===== config.mk =====
export PLATFORM = sky130hd
export DESIGN_NAME = nv_pulse_serializer_flat
export DESIGN_NICKNAME = d
export VERILOG_FILES = /design/src/rtl/nv_pulse_serializer_if.sv /design/src/rtl/nv_pulse_serializer.sv /design/src/flat_wrapper.sv
export SDC_FILE = /design/constraint.sdc
export NUM_CORES = 1
export LEC_CHECK = 0
export ABC_CLOCK_PERIOD_IN_PS = 1800
export BUFFER_PORTS_ARGS = -buffer_cell sky130_fd_sc_hd__clkbuf_2
export CORE_MARGIN = 3
export CORE_UTILIZATION = 55
export DETAILED_ROUTE_END_ITERATION = 16
export PLACE_DENSITY = 0.83
export SLEW_MARGIN = 20
export SYNTH_ARGS = -nofsm -noshare
export SYNTH_HDL_FRONTEND = slang
export SYNTH_SLANG_ARGS = --single-unit

===== constraint.sdc =====
create_clock -name clk -period 1.8 [get_ports clk]
set_input_delay 0.54 -clock clk [delete_from_list [all_inputs] [get_ports clk]]
set_output_delay 0.54 -clock clk [all_outputs]
set_load 0.02 [all_outputs]

===== src/rtl/nv_pulse_serializer_if.sv =====
// rtl/nv_pulse_serializer_if.sv - handshake/data bundle between sequence controller and pulse serializer
interface nv_pulse_serializer_if #(
    parameter int DATA_W = 8
);
    logic              start;
    logic [DATA_W-1:0] data_in;
    logic              serial_data_out;
    logic              done_transmit;
    logic              busy;

    // Sequence controller side: requests a transfer and watches completion
    modport master (
        output start,
        output data_in,
        input  serial_data_out,
        input  done_transmit,
        input  busy
    );

    // Serializer side
    modport slave (
        input  start,
        input  data_in,
        output serial_data_out,
        output done_transmit,
        output busy
    );
endinterface


===== src/rtl/nv_pulse_serializer.sv =====
// rtl/nv_pulse_serializer.sv - MSB-first pulse serializer with clock-enable bit divider; optional SER_PARITY_EN appends an even-parity bit
module nv_pulse_serializer #(
    parameter int DATA_W  = 8,
    parameter int CLK_DIV = 4
) (
    input  logic                clk,
    input  logic                reset,
    nv_pulse_serializer_if.slave bus
);
    // Divider must hold CLK_DIV-1; keep at least one bit so CLK_DIV=1 still elaborates.
    localparam int DIV_W = (CLK_DIV > 1) ? $clog2(CLK_DIV) : 1;
    // Bit counter must hold DATA_W (the parity slot index when parity is enabled).
    localparam int BIT_W = $clog2(DATA_W + 1);

    localparam logic [DIV_W-1:0] DIV_LAST = DIV_W'(CLK_DIV - 1);
    localparam logic [BIT_W-1:0] BIT_LAST = BIT_W'(DATA_W - 1);

    typedef enum logic [1:0] {
        IDLE  = 2'd0,
        SHIFT = 2'd1,
        DONE  = 2'd2
    } state_t;

    state_t            state;
    logic [DIV_W-1:0]  div_cnt;
    logic [BIT_W-1:0]  bit_cnt;
    logic [DATA_W-1:0] shift_reg;
    logic              ser_q;
    logic              busy_q;
    logic              done_q;

    logic [DATA_W-1:0] shift_next;
    logic              next_bit;
    logic              last_period;

`ifdef SER_PARITY_EN
    logic              parity_q;
    logic              parity_slot;
`endif

    // Next shift-register value and the bit presented in the following bit period
    always_comb begin
        shift_next = shift_reg << 1;
`ifdef SER_PARITY_EN
        // Bit 0 is ending: the following period carries the parity of the captured word.
        parity_slot = (bit_cnt == BIT_LAST);
        last_period = (bit_cnt == BIT_W'(DATA_W));
        next_bit    = parity_slot ? parity_q : shift_next[DATA_W-1];
`else
        last_period = (bit_cnt == BIT_LAST);
        next_bit    = shift_next[DATA_W-1];
`endif
    end

    // Control FSM with registered outputs; reset aborts immediately with no done indication
    always_ff @(posedge clk or posedge reset) begin
        if (reset) begin
            state     <= IDLE;
            div_cnt   <= '0;
            bit_cnt   <= '0;
            shift_reg <= '0;
            ser_q     <= 1'b0;
            busy_q    <= 1'b0;
            done_q    <= 1'b0;
`ifdef SER_PARITY_EN
            parity_q  <= 1'b0;
`endif
        end else begin
            case (state)
                IDLE: begin
                    ser_q  <= 1'b0;
                    busy_q <= 1'b0;
                    done_q <= 1'b0;
                    if (bus.start) begin
                        // Capture the word; data_in is ignored from here until the next accept.
                        shift_reg <= bus.data_in;
                        ser_q     <= bus.data_in[DATA_W-1];
                        busy_q    <= 1'b1;
                        div_cnt   <= '0;
                        bit_cnt   <= '0;
`ifdef SER_PARITY_EN
                        parity_q  <= ^bus.data_in;
`endif
                        state     <= SHIFT;
                    end
                end

                SHIFT: begin
                    if (div_cnt == DIV_LAST) begin
                        div_cnt <= '0;
                        if (last_period) begin
                            ser_q  <= 1'b0;
                            busy_q <= 1'b0;
                            done_q <= 1'b1;
                            state  <= DONE;
                        end else begin
                            shift_reg <= shift_next;
                            ser_q     <= next_bit;
                            bit_cnt   <= bit_cnt + 1'b1;
                        end
                    end else begin
                        div_cnt <= div_cnt + 1'b1;
                    end
                end

                DONE: begin
                    // done is sticky while start stays high; a low start re-arms the block.
                    ser_q  <= 1'b0;
                    busy_q <= 1'b0;
                    if (!bus.start) begin
                        done_q <= 1'b0;
                        state  <= IDLE;
                    end else begin
                        done_q <= 1'b1;
                    end
                end

                default: begin
                    ser_q  <= 1'b0;
                    busy_q <= 1'b0;
                    done_q <= 1'b0;
                    state  <= IDLE;
                end
            endcase
        end
    end

    assign bus.serial_data_out = ser_q;
    assign bus.busy            = busy_q;
    assign bus.done_transmit   = done_q;

endmodule


===== src/flat_wrapper.sv =====
// flat-port wrapper written by rule: the top's interface ports become plain ports
module nv_pulse_serializer_flat 
#(
    parameter int DATA_W  = 8,
    parameter int CLK_DIV = 4
)
  (clk, reset, bus_start, bus_data_in, bus_serial_data_out, bus_done_transmit, bus_busy);
  nv_pulse_serializer_if #(.DATA_W(DATA_W)) bus_i ();
  input  logic clk;
  input  logic reset;
  input wire logic [$bits(bus_i.start)-1:0] bus_start;
  input wire logic [$bits(bus_i.data_in)-1:0] bus_data_in;
  output wire logic [$bits(bus_i.serial_data_out)-1:0] bus_serial_data_out;
  output wire logic [$bits(bus_i.done_transmit)-1:0] bus_done_transmit;
  output wire logic [$bits(bus_i.busy)-1:0] bus_busy;
  assign bus_i.start = bus_start;
  assign bus_i.data_in = bus_data_in;
  assign bus_serial_data_out = bus_i.serial_data_out;
  assign bus_done_transmit = bus_i.done_transmit;
  assign bus_busy = bus_i.busy;
  nv_pulse_serializer #(.DATA_W(DATA_W), .CLK_DIV(CLK_DIV)) u_core (.clk(clk), .reset(reset), .bus(bus_i));
endmodule

Word-level counts from Yosys, hierarchy flattened
Index checks and enable logic that the tools add are counted.
Cells by class
  add/sub/neg operators: 2
  multiply operators: 0
  divide/modulo/power cells: 0
  $lt $le $gt $ge: 0
  eq/ne operators: 9
  shifts and indexed selects: 0
  mux-type cells: 27
  bitwise gates (word level): 0
  reduce and logical (&&, ||, !) cells: 6
Operator list (number)
  $mux W7: 3
  $pmux W7 S2: 1
  $mux W2: 6
  $mux W4: 3
  $mux W1: 8
  $pmux W4 S2: 1
  $reduce_and A4 Y1: 2
  $ne A2 B2 Y1 const B: 3
  $pmux W1 S2: 3
  $pmux W2 S3: 1
  $add A4 B1 Y4 const B: 1
  $eq A2 B2 Y1 const B: 2
  $eq A4 B3 Y1 const B: 1
  $ne A2 B1 Y1 const B: 2
  $pmux W2 S2: 1
  $reduce_and A2 Y1: 2
  $add A2 B1 Y2 const B: 1
  $eq A2 B1 Y1 const B: 1
  $logic_not A2 Y1: 1
  $reduce_bool A2 Y1: 1
Word-level totals
  flip-flop bits (word level): 18
  bits in latches: 0
  bits in writable memories: 0
  ROM bits: 0
  input port bits: 11
  output and inout bits: 3
  logic and storage cells: 51
  memories: 0

Longest topological paths before layout
  depth after elaboration: 4
  gate-level depth with buffers: 8
  mapped depth without buffers: 6

Worst setup path before layout
OpenSTA, ideal clock, no wires.
  path kind: register -> register
  start: reg u_core.state[0]
  end: reg u_core.shift_reg[1]
  data arrival time: 1487 ps
  path slack: 176 ps
  stages on the path, launching flop included: 9
  buffers on the path: 2
  path through: dfrtp_1 > inv_1 > ha_1 > buf_6 > mux2_4 > and2_4 > buf_6 > o22ai_1 > a21oi_1
On the way
  longest elaborated chain between the ends: 3
  elaborated cells on any way between the ends: 8
  those cells by class: 4 x eq/ne; 1 x mux; 3 x reduce/logical
RTL lines
  start: declaration: line nv_pulse_serializer.sv:24  | state_t state;
  start signal: assignment: line nv_pulse_serializer.sv:58  | state <= IDLE;
  start signal: assignment: line nv_pulse_serializer.sv:84  | state <= SHIFT;
  start signal: assignment: line nv_pulse_serializer.sv:95  | state <= DONE;
  $eq A2 B1 Y1 / $logic_not A2 Y1 (equally long branches): line nv_pulse_serializer.sv:69  | case (state)
  $ne A2 B2 Y1 (no source line) (tied with other cells)
  $reduce_and A4 Y1 (no source line)
  end signal: assignment: line nv_pulse_serializer.sv:76  | shift_reg <= bus.data_in;
  end signal: assignment: line nv_pulse_serializer.sv:97  | shift_reg <= shift_next;
  end: declaration: line nv_pulse_serializer.sv:27  | logic [DATA_W-1:0] shift_reg;
Several ways; a longest one is shown, not always the timed one.
A chain may end at the register's enable or synchronous reset.

Final worst setup path
  start: reg u_core.state[0]
  end: reg u_core.state[1]
On the way
  longest elaborated chain between the ends: 3
  elaborated cells on any way between the ends: 9
  those cells by class: 6 x eq/ne; 1 x mux; 2 x reduce/logical
RTL lines (line)
  $eq A2 B1 Y1 (tied with other cells): nv_pulse_serializer.sv:69
  $ne A2 B1 Y1 (no source line) / $ne A2 B2 Y1 (equally long branches)
  $reduce_and A4 Y1 (no source line)
Several ways; a longest one is shown, not always the timed one.

==> metrics.csv <==
metric,value,unit
final count of negative-setup-slack endpoints,0,
arrival time of the worst setup path,1.83,ns
aggregate global routing overflow,0,
final period utilization,0.911,
drt drc,0,
FP Rows,14,
initial antenna violation count,0,
initial core utilization,0.623,
register clock-pin slew on the reported worst setup and hold paths,0.11,ns
final-report hold violation count,0,
Detailed Route Iter0 Violations,29,
Syn Nets,117,
setup repair after global routing missed its margin,false,
number of global-route vias before repair,796,
number of clock sinks,18,
Max Clk Rate,610,MHz
Psw,811,uW
post-synthesis register bit count,18,
Syn. warnings,0,
netlist area before placement,993,um2
weighted congestion at the end of routability-driven global placement,0.767,
Peak VDD IR,1.01,mV
biggest area contributors in the synthesized netlist,"dfrtp_1 45%, ha_1 6.3%, a21oi_1 5.0%, o22ai_1 5.0%, inv_1 3.8%",
Cell variety after synth,32,
Setup TNS Final,0,ns
die height,48.5,um
share of synthesized area occupied by flip-flops and latches,0.453,
ANT cells,0,
clock insertion delay at the later pin of the skew report,0.30,ns
r2r endpoint,u_core.state[1],
Avg Inst Size Synth,9.84,um2
most frequent cells in the layout,"18 x dfrtp_1, 13 x clkbuf_2, 10 x inv_1, 10 x a21oi_1, 8 x o22ai_1",
clock tree buffer depth,2,
Yosys top cell by area,dfrtp_1,
net total in the final layout,136,
first-pass GRT wire length,3480,um
part of the power in the clock network,0.128,
post-route total power,1.98,mW
minimum clock period,1.64,ns
start-to-end type of the worst setup path,reg -> reg,
ratio of total power to cell area,1740,nW/um2
part of the total power dissipated in sequential elements,0.357,
number of detailed-routing iterations run before antenna repair,4,
min setup slack post-route,0.161,ns
clock buffers created by TritonCTS,3,
count of cells along the worst register-to-register path,7,
clock root buffer master,clkbuf_4,
Switching Fraction,0.409,
"critical path fanouts, max",7,
Port Buf Inserts,13,
outcome,completed,
post-synth top area share,0.453,
detail-routed net length per standard cell,14.3,um
max_cap viols,0,
Via density,5.85,
internal cell power,1.17,mW
DP Wirelength,1520,um
worst slew slack as a fraction of its limit,0.820,
share of cells above drive strength 1,0.252,
actual transition at the worst max-transition pin,0.267,ns
fin util,0.714,
pin count of the biggest net entering global routing,19,
Comb power frac,0.515,
horizontal die dimension,48.5,um
most common library cell in the layout ignoring fill and taps,dfrtp_1,
final count of pins violating max slew,0,
worst r2r src,u_core.state[0],
static leakage,0.565,nW
core region area,1590,um2
vias after detailed routing,836,
"reg-to-reg slack, setup",0.16,ns
Largest register FFs,7,
endpoint class of the critical path,flip-flop,
number of instances in the synthesized netlist,101,
required time of the worst setup path,1.99,ns
"Area growth, synth to finish",14.6,%
HP Class,in -> async,
H-tree depth,1,
area enclosed by the die boundary,2350,um2
post-CTS repair timing setup buffer count,0,
minimum setup slack after placement,0.122,ns
count of antenna-violating nets left after detailed routing,0,
minimum hold slack,0.201,ns
element type at the critical path start,flip-flop,
worst setup skew after layout,0.00914,ns
global router's overall resource usage,0.190,
TritonCTS clock tree,yes,
"wirelength, routed",2050,um
I/O pin count,14,
[routing by layer]
| layer | part of all wire | track usage |
|---|---|---|
| met2 | 0.48 | 0.314 |
| met4 | 0.023 | 0.0900 |
| met5 | 0 | 0 |
| met3 | 0.046 | 0.0429 |
| met1 | 0.45 | 0.236 |
[layout make-up]
| type | count | area [um2] |
|---|---|---|
| inverters | 10 | 37.5 |
| flip-flops and latches | 18 | 450 |
| repair buffers | 19 | 110 |
| well taps | 24 | 30.0 |
| fillers | 108 | 455 |
| clock buffers | 4 | 36.3 |
| multi-input cells | 68 | 474 |
[worst max-delay path, stage by stage (launching register included)]
cell	delay, ns
dfrtp_1	0.42
inv_1	0.12
ha_1	0.22
buf_4	0.17
nor2b_1	0.24
a21oi_1	0.10
a21oi_1	0.20
a21oi_1	0.06
[cell families (layout without fill, tap and decap cells)]
family | after synthesis | count (layout) | share of synthesized area
AO/OA/AOI/OAI | 35 | 35 | 0.223
AND/OR/NAND/NOR | 24 | 24 | 0.137
multiplexers | 4 | 4 | 0.0466
adder cells (fa/ha/maj) | 5 | 5 | 0.0630
buffers and inverters | 15 | 33 | 0.0768
flip-flops | 18 | 18 | 0.453
[cell usage after synthesis (all sizes together)]
cell and count:
inv 10, a2bb2oi 4, ha 5, nand4 1, o21ai 6, buf 4, nor2b 1, nand3b 2
mux2 2, o41ai 1, mux2i 2, nand2 4, a31oi 1, a21boi 1, dfrtp 18, clkbuf 1
nor2 6, and2 1, nand2b 1, nand3 7, a31o 1, a32oi 2, o22ai 8, a21o 1
and3 1, a21oi 10
[power groups by stage]
stage                     Clock [mW]  Combinational, mW  Sequential [mW]
after floorplan                    0              0.762            0.711
after global placement             0              0.946            0.699
after detailed placement           0              0.990            0.711
after CTS                      0.256              0.996            0.704
after global routing           0.271               1.14            0.729
final                          0.254               1.02            0.708
[repair_timing]
item	4_1_cts	5_1_grt
setup endpoints to repair	0	4
hold endpoints to repair	0	0
hold buffers	0	0
resized for setup	0	2
[per-stage QoR]
stage	cells	instance area (um2)
CTS	143	1130
floorplan	101	993
global route	143	1140
detailed placement	139	1090
finish	143	1140
global placement	139	1090
[how the worst max path moves through the flow]
stage,endpoint,start,depth (start not counted)
5_1_grt,u_core.state[1],u_core.state[0],7
3_3_place_gp,u_core.shift_reg[4],u_core.state[1],6
3_5_place_dp,u_core.shift_reg[3],u_core.state[1],6
6_report,u_core.state[1],u_core.state[0],7
2_1_floorplan,u_core.shift_reg[1],u_core.state[0],8
4_1_cts,u_core.shift_reg[3],u_core.state[1],6
Note: power is estimated with default switching activity, not from simulation.
